$ cat config.mk
export PLATFORM = sky130hd
export DESIGN_NAME = paddle_input_array
export DESIGN_NICKNAME = d
export VERILOG_FILES = /design/src/rtl/paddle_input_array.sv
export SDC_FILE = /design/constraint.sdc
export NUM_CORES = 1
export LEC_CHECK = 0
export CAP_MARGIN = 30
export CORE_ASPECT_RATIO = 2
export CORE_UTILIZATION = 40
export CTS_CLUSTER_DIAMETER = 40
export CTS_CLUSTER_SIZE = 30
export DETAILED_ROUTE_END_ITERATION = 8
export GPL_ROUTABILITY_DRIVEN = 0
export GPL_TIMING_DRIVEN = 0
export PLACE_DENSITY_LB_ADDON = 0.1
export SYNTH_ARGS = -nofsm -noshare
export SYNTH_HDL_FRONTEND = slang
export SYNTH_SLANG_ARGS = --single-unit
$ cat constraint.sdc
create_clock -name clk -period 6.55 [get_ports clk]
set_clock_uncertainty 0.1 [all_clocks]
set_input_delay 1.31 -clock clk [delete_from_list [all_inputs] [get_ports clk]]
set_output_delay 1.31 -clock clk [all_outputs]
set_load 0.03 [all_outputs]
$ cat src/rtl/paddle_input_array.sv
// N-player paddle input block: per-button sync/debounce, tick-paced paddle motion, playfield clamp.
// Define PADDLE_ACCEL_EN to build the hold-to-accelerate SLOW/FAST stage and its run counter.
module paddle_input_array #(
  parameter int N_PLAYERS   = 2,
  parameter int Y_W         = 11,
  parameter int SCREEN_H    = 480,
  parameter int BAT_SMALL   = 48,
  parameter int BAT_LARGE   = 96,
  parameter int CENTER_Y    = 192,
  parameter int DEB_CYCLES  = 50000,
  parameter int TICK_DIV    = 400000,
  parameter int STEP        = 4,
  parameter int ACCEL_TICKS = 8
) (
  input  logic                     clk,
  input  logic                     rst,
  input  logic                     en,
  input  logic                     bat_size,
  input  logic [N_PLAYERS-1:0]     btn_up,
  input  logic [N_PLAYERS-1:0]     btn_dn,
  output logic [N_PLAYERS*Y_W-1:0] paddle_y,
  output logic [2*N_PLAYERS-1:0]   btn_state,
  output logic                     tick
);

  localparam int NB    = 2 * N_PLAYERS;
  localparam int Y_W1  = Y_W + 1;
  localparam int DEB_W = (DEB_CYCLES > 1) ? $clog2(DEB_CYCLES) : 1;
  localparam int DIV_W = $clog2(TICK_DIV);

  localparam logic [DEB_W-1:0] DEB_LAST = DEB_W'(DEB_CYCLES - 1);
  localparam logic [DIV_W-1:0] DIV_LAST = DIV_W'(TICK_DIV - 1);
  localparam logic [Y_W1-1:0]  YMAX_S   = Y_W1'(SCREEN_H - BAT_SMALL);
  localparam logic [Y_W1-1:0]  YMAX_L   = Y_W1'(SCREEN_H - BAT_LARGE);
  localparam logic [Y_W1-1:0]  STEP_1   = Y_W1'(STEP);
  localparam logic [Y_W1-1:0]  STEP_2   = Y_W1'(2 * STEP);
  localparam logic [Y_W-1:0]   Y_RESET  = Y_W'(CENTER_Y);

  if (N_PLAYERS < 1 || N_PLAYERS > 8 || DEB_CYCLES < 1 || TICK_DIV < 2 ||
      ACCEL_TICKS < 0 || CENTER_Y > SCREEN_H - BAT_LARGE) begin : g_param_check
    $error("paddle_input_array: illegal parameter set");
  end

`ifdef PADDLE_ACCEL_EN
  localparam int RUN_W = (ACCEL_TICKS > 1) ? $clog2(ACCEL_TICKS + 1) : 1;
  localparam logic [RUN_W-1:0] RUN_LIM = RUN_W'(ACCEL_TICKS);
  typedef enum logic [1:0] {IDLE, SLOW, FAST} state_t;
`else
  typedef enum logic {IDLE, SLOW} state_t;
`endif

  logic [NB-1:0]                 sync1_q, sync1_d;
  logic [NB-1:0]                 sync2_q, sync2_d;
  logic [NB-1:0]                 deb_q, deb_d;
  logic [NB-1:0][DEB_W-1:0]      cnt_q, cnt_d;
  logic [DIV_W-1:0]              div_q, div_d;
  logic [N_PLAYERS-1:0][Y_W-1:0] y_q, y_d;
  logic [Y_W1-1:0]               ymax;
  state_t                        state_q [N_PLAYERS];
  state_t                        state_d [N_PLAYERS];
`ifdef PADDLE_ACCEL_EN
  logic [N_PLAYERS-1:0]            dir_q, dir_d;
  logic [N_PLAYERS-1:0][RUN_W-1:0] run_q, run_d;
`endif

  // Button bit 2i is player i up, bit 2i+1 is player i down, matching btn_state.
  always_comb begin
    sync1_d = '0;
    for (int i = 0; i < N_PLAYERS; i++) begin
      sync1_d[2*i]   = btn_up[i];
      sync1_d[2*i+1] = btn_dn[i];
    end
    sync2_d = sync1_q;
  end

  always_comb begin
    deb_d = deb_q;
    for (int b = 0; b < NB; b++) begin
      cnt_d[b] = '0;
      if (sync2_q[b] != deb_q[b]) begin
        if (cnt_q[b] == DEB_LAST) deb_d[b] = sync2_q[b];
        else                      cnt_d[b] = cnt_q[b] + DEB_W'(1);
      end
    end
  end

  always_comb begin
    div_d = (div_q == DIV_LAST) ? '0 : div_q + DIV_W'(1);
    ymax  = bat_size ? YMAX_L : YMAX_S;
  end

  assign tick = (div_q == DIV_LAST);

  always_comb begin : p_chan
    logic            up, dn, mv, fast;
    logic [Y_W1-1:0] y_ext, stp, y_mv;
    for (int i = 0; i < N_PLAYERS; i++) begin
      state_d[i] = state_q[i];
      up         = deb_q[2*i];
      dn         = deb_q[2*i+1];
      mv         = 1'b0;
      fast       = 1'b0;
`ifdef PADDLE_ACCEL_EN
      dir_d[i]   = dir_q[i];
      run_d[i]   = run_q[i];
`endif
      if (!en) begin
        state_d[i] = IDLE;
`ifdef PADDLE_ACCEL_EN
        run_d[i]   = '0;
`endif
      end else if (tick) begin
        if (up == dn) begin
          state_d[i] = IDLE;
`ifdef PADDLE_ACCEL_EN
          run_d[i]   = '0;
`endif
        end else begin
          mv = 1'b1;
`ifdef PADDLE_ACCEL_EN
          dir_d[i] = dn;
          // A fresh start or a reversal restarts the run at one slow move.
          if (state_q[i] == IDLE || dir_q[i] != dn) begin
            run_d[i]   = RUN_W'(1);
            state_d[i] = (RUN_W'(1) >= RUN_LIM) ? FAST : SLOW;
          end else if (state_q[i] == SLOW) begin
            run_d[i]   = run_q[i] + RUN_W'(1);
            state_d[i] = (run_d[i] >= RUN_LIM) ? FAST : SLOW;
          end else begin
            fast = 1'b1;
          end
`else
          state_d[i] = SLOW;
`endif
        end
      end

      y_ext = {1'b0, y_q[i]};
      stp   = fast ? STEP_2 : STEP_1;
      if (dn) y_mv = (y_ext + stp > ymax) ? ymax : y_ext + stp;
      else    y_mv = (y_ext < stp) ? '0 : y_ext - stp;

      // The bat-size clamp wins over any move in the same cycle.
      if (y_ext > ymax) y_d[i] = ymax[Y_W-1:0];
      else if (mv)      y_d[i] = y_mv[Y_W-1:0];
      else              y_d[i] = y_q[i];
    end
  end

  always_ff @(posedge clk or negedge rst) begin
    if (!rst) begin
      sync1_q <= '0;
      sync2_q <= '0;
      deb_q   <= '0;
      cnt_q   <= '0;
      div_q   <= '0;
      y_q     <= {N_PLAYERS{Y_RESET}};
      for (int i = 0; i < N_PLAYERS; i++) state_q[i] <= IDLE;
`ifdef PADDLE_ACCEL_EN
      dir_q   <= '0;
      run_q   <= '0;
`endif
    end else begin
      sync1_q <= sync1_d;
      sync2_q <= sync2_d;
      deb_q   <= deb_d;
      cnt_q   <= cnt_d;
      div_q   <= div_d;
      y_q     <= y_d;
      for (int i = 0; i < N_PLAYERS; i++) state_q[i] <= state_d[i];
`ifdef PADDLE_ACCEL_EN
      dir_q   <= dir_d;
      run_q   <= run_d;
`endif
    end
  end

  assign paddle_y  = y_q;
  assign btn_state = deb_q;

endmodule
# Yosys cells after proc, flatten, opt, wreduce, memory -nomap -nowiden
# Index checks and enable logic that the tools add are counted.
# totals
word_cells,71
output_inout_bits,27
register_bits,117
# classes
n_reduce_logical,6
magnitude_cmp,6
n_eq_ne,11
n_mux,26
addsub,9
# op_table
op,n
2-to-1 mux 16 bit,8
2-to-1 mux 11 bit,10
adder 16 x 1 -> 16 bit (second input constant),4
equality test 16 bit (second input constant),4
adder 11 x 3 -> 12 bit (second input constant),2
greater-than comparator 12 x 9 -> 1 bit,2
greater-than comparator 11 x 9 -> 1 bit,2
less-than comparator 11 x 3 -> 1 bit (second input constant),2
subtractor 11 x 3 -> 11 bit (second input constant),2
adder 19 x 1 -> 19 bit (second input constant),1
equality test 19 bit (second input constant),1
2-to-1 mux 19 bit,1
AND reduction 2 bit,4
2-to-1 mux 1 bit,6
2-to-1 mux 6 bit,1
!= test 1 bit,4
nonzero test 2 bit,2
equality test 1 bit,2

# Depth between registers and ports, before layout
# depth
word_depth,6
depth_mapped,12
mapped_depth_nobuf,11

# Worst setup path before layout
# No wires, ideal clock.
# synth_path
path_kind,input-to-reg
from,input bat_size
to,register y_q (netlist bit paddle_y[15])
arrival_time_ns,2.676
slack_ns,3.684
stages,7
cell_sequence,ha_1 > nor2b_1 > nor3_1 > o31a_1 > nand2_1 > or3_1 > o221ai_1
# synth_between
elab_chain_cells,6
# synth_rtl
element,line,source
start: declaration,18,"input logic bat_size,"
2-to-1 mux 6 bit *,89,ymax = bat_size ? YMAX_L : YMAX_S;
greater-than comparator 12 x 9 -> 1 bit,140,if (dn) y_mv = (y_ext + stp > ymax) ? ymax : y_ext + stp;
2-to-1 mux 11 bit (2 in series),140,
2-to-1 mux 11 bit,145,else if (mv) y_d[i] = y_mv[Y_W-1:0];
2-to-1 mux 11 bit,144,if (y_ext > ymax) y_d[i] = ymax[Y_W-1:0];
end signal: assignment,157,y_q <= {N_PLAYERS{Y_RESET}};
end signal: assignment,169,y_q <= y_d;
end: declaration,57,"logic [N_PLAYERS-1:0][Y_W-1:0] y_q, y_d;"
# Every way passes the cells marked *; elsewhere a longest branch is shown, timed or not. The select of a mux whose other input is x is not followed.
# A chain may end at the register's enable or synchronous reset.

# Worst setup path after layout
# layout_path
from,register div_q[0]
to,output tick
# layout_between
elab_chain_cells,1
# layout_rtl
element,line,source
start: declaration,56,"logic [DIV_W-1:0] div_q, div_d;"
start signal: assignment,168,div_q <= div_d;
equality test 19 bit,92,assign tick = (div_q == DIV_LAST);
end: declaration,23,output logic tick
# No other way between the ends.

==> impl_metrics.ini <==
[global_routing]
grt_max_degree = 88
grt_overflow_total = 0
first_global_vias = 5277
track_usage_pct = 19.0
grt_pass1_wl_um = 24100
antenna_found_initial = 0

[floorplan]
die_area_um2 = 16000
ioPinCount = 35
die-width_um = 89.9
rows = 63
core-area_um2 = 15000
initial_core_util_pct = 41.3
die-height_um = 178

[cells_and_area]
final_util_pct = 49.0
drive_above_1_share_pct = 8.33
fillers = 1469
syn_to_final_growth_pct = 18.8
design_area_um2 = 7340
diodes = 0
nNetsFinal = 746

[drt]
drt-pass1-iter-count = 5
routed_wl_um = 14000
avgRoutedWirePerCell_um = 15.1
ant_nets = 0
num_vias = 5003
drt-initial-drc-count = 232
dr_wl_met2_um = 7720
route.detailed.drc = 0
top_layer = met4
met3WireLength_um = 382
vias_per_cell = 5.40
wl_met1_um = 5450

[synth]
synth_seq_cells = 113
syn_area_per_cell_um2 = 9.31
ys_top_cells_by_area = dfrtp_1 (44%), xor2_1 (6.8%), nor2_1 (6.4%)
yosysSeqAreaShare_pct = 45.8
synthesis.instances = 664
synth_top_area_share_pct = 44.1
synth_top_flop_cell = dfrtp_1
syn_area_um2 = 6180
synthArstFlopShare_pct = 100
synth_top_area_cell = dfrtp_1
yosysWarnings = 0
synth.distinct_cells = 56
synth_edf_count = 0

[timing]
slew_violations = 0
fmaxAchievable_mhz = 264
slew_headroom_pct = 44.9
fin_crit_ns = 3.79
setup_viol = 0
worstMarginPinSlew_ns = 0.819
hold_viol_final = 0
rsz0062_at_grt = no
period_share_pct = 57.8

[hold_path]
min_path_type = reg -> reg
min_path_cells = 0

[clock_tree]
numCtsBuffers = 17
clk_latency_ns = 0.42
cts.sinks = 113
cts-resized-gates = 0
cts_hold_buf = 0
cts.clk_slew.worst_paths_ns = 0.06
cts_tree = built
postCtsSetupRepairBufs = 0
h-tree-depth = 4
cts_buffer_depth = 2
cts-root-buf = clkbuf_16

[worst_setup_path]
cp-start-kind = flop
worstPathCellList = ha_1, and4_1, and3_1, and2_1, clkdlybuf4s50_1
crit_cells = 5
r2r_cells = 9
cp_top_family = simple AND/OR/NAND/NOR gates
cpPeakStageDelay_ns = 0.67
cp.required_ns = 5.14
worst_ep_arrival_time_ns = 2.38
cp_num_buf_inv = 1
cp_max_fo = 4
timing.setup.critical_path_class = reg -> out
endpoint_kind = primary output
critical_path.slowest_cell = clkdlybuf4s50_1

[flow_run]
cap_violations = 0

[place]
placed_area_um2 = 6770
io_buffers = 30
dp_hpwl_um = 10300

[pwr]
p_leak_nw = 3.21
peakVddDrop_mv = 0.190
p_per_area_nw_per_um2 = 257

[run_status]
outcome = finished clean
-- routing by layer --
layer | GRT usage, % | vias to the layer above
met2 | 36.0 | 97
met4 | 10.4 | 0
met5 | 0 | -
met3 | 3.73 | 30
li1 | - | 2432
met1 | 19.3 | 2444
-- through the flow --
step | setup slack [ns] | total power [mW] | setup TNS, ns | instances | hold slack (ns)
5_1_grt | 2.57 | 1.97 | 0 | 927 | 0.256
3_5_place_dp | 2.57 | 1.01 | 0 | 895 | 0.241
3_3_place_gp | -0.303 | 1.00 | -31.38 | 894 | 0.237
6_report | 2.76 | 1.89 | 0 | 927 | 0.252
4_1_cts | 2.71 | 1.91 | 0 | 927 | 0.254
2_1_floorplan | 3.68 | 0.921 | 0 | 669 | 0.231
-- cells in the final DEF, fill, tap and decap left out, types with 7 or more instances in the layout --
cell type	Yosys	layout
a21oi_1	15	15
and2_1	7	7
and3_1	27	27
clkbuf_1	13	13
clkbuf_16	0	17
clkdlybuf4s50_1	0	29
dfrtp_1	109	109
ha_1	19	19
inv_1	15	15
nand2_1	59	59
nand3_1	36	36
nand4_1	18	18
nor2_1	105	105
nor3_1	23	23
nor4_1	8	8
o21ai_0	16	16
xnor2_1	36	36
xor2_1	48	48
-- worst paths after layout --
path | slack [ns] | startpoint | to
max | 2.76 | div_q[0] | tick
min | 0.25 | sync1_q[2] | sync2_q[2]
max reg2reg | 3.62 | paddle_y[4] | paddle_y[5]
min reg2reg | 0.25 | sync1_q[2] | sync2_q[2]
max in group asynchronous | 4.97 | rst | paddle_y[7]
min in group asynchronous | 0.66 | rst | cnt_q[43]
-- worst reg2reg max path, cell delays in order, from the launching register on --
cell and delay [ns]:
dfrtp_1 0.44, clkbuf_1 0.38, nand2_1 0.12, xnor2_1 0.24, ha_1 0.30, nor2b_1 0.14
a2111oi_0 0.57, a211oi_1 0.17, o221ai_1 0.24, a21oi_1 0.11
-- power breakdown --
| part | internal, mW | switching, mW |
|---|---|---|
| Clock | 0.536 | 0.349 |
| Combinational | 0.101 | 0.169 |
| Sequential | 0.717 | 0.0161 |
-- state kept, by name (all words and copies together), names as in the netlist --
name	count
paddle_y	18
cnt_q	64
btn_state	4
sync1_q	4
sync2_q	4
div_q	19
-- cell families (layout without fill, tap and decap cells) --
family	after synthesis	after routing	share of synthesized area, %
simple gates	321	321	25.5
flops	113	113	45.8
xor+xnor	84	84	11.9
compound gates	78	78	8.54
buf+inv	41	104	3.04
fa+ha+maj	19	19	3.85
mux	7	7	1.23
other cells	1	6	0.0607
-- cells in the mapped netlist, drive strengths merged (6+ instances only) --
| cell | n |
|---|---|
| nor3 | 23 |
| o21ai | 16 |
| buf | 13 |
| a21oi | 15 |
| nor2b | 6 |
| nand3 | 36 |
| nand2 | 59 |
| inv | 15 |
| dfrtp | 109 |
| and3 | 27 |
| clkbuf | 13 |
| ha | 19 |
| nand4 | 18 |
| xor2 | 48 |
| o31ai | 6 |
| nor2 | 105 |
| and2 | 7 |
| nor4 | 8 |
| and4 | 6 |
| a31oi | 6 |
| xnor2 | 36 |
-- layout make-up --
cell class	count	area, µm²	share of cell area [%]
Tap cell	195	244	3.32
Clock buffer	18	439	5.98
Inverter	15	56.3	0.767
Sequential cell	113	2830	38.6
Clock inverter	14	133	1.81
Buffer	26	131	1.79
Timing Repair Buffer	31	329	4.48
Multi-Input combinational cell	515	3180	43.3
No activity file was read; power rests on OpenSTA's default activity.
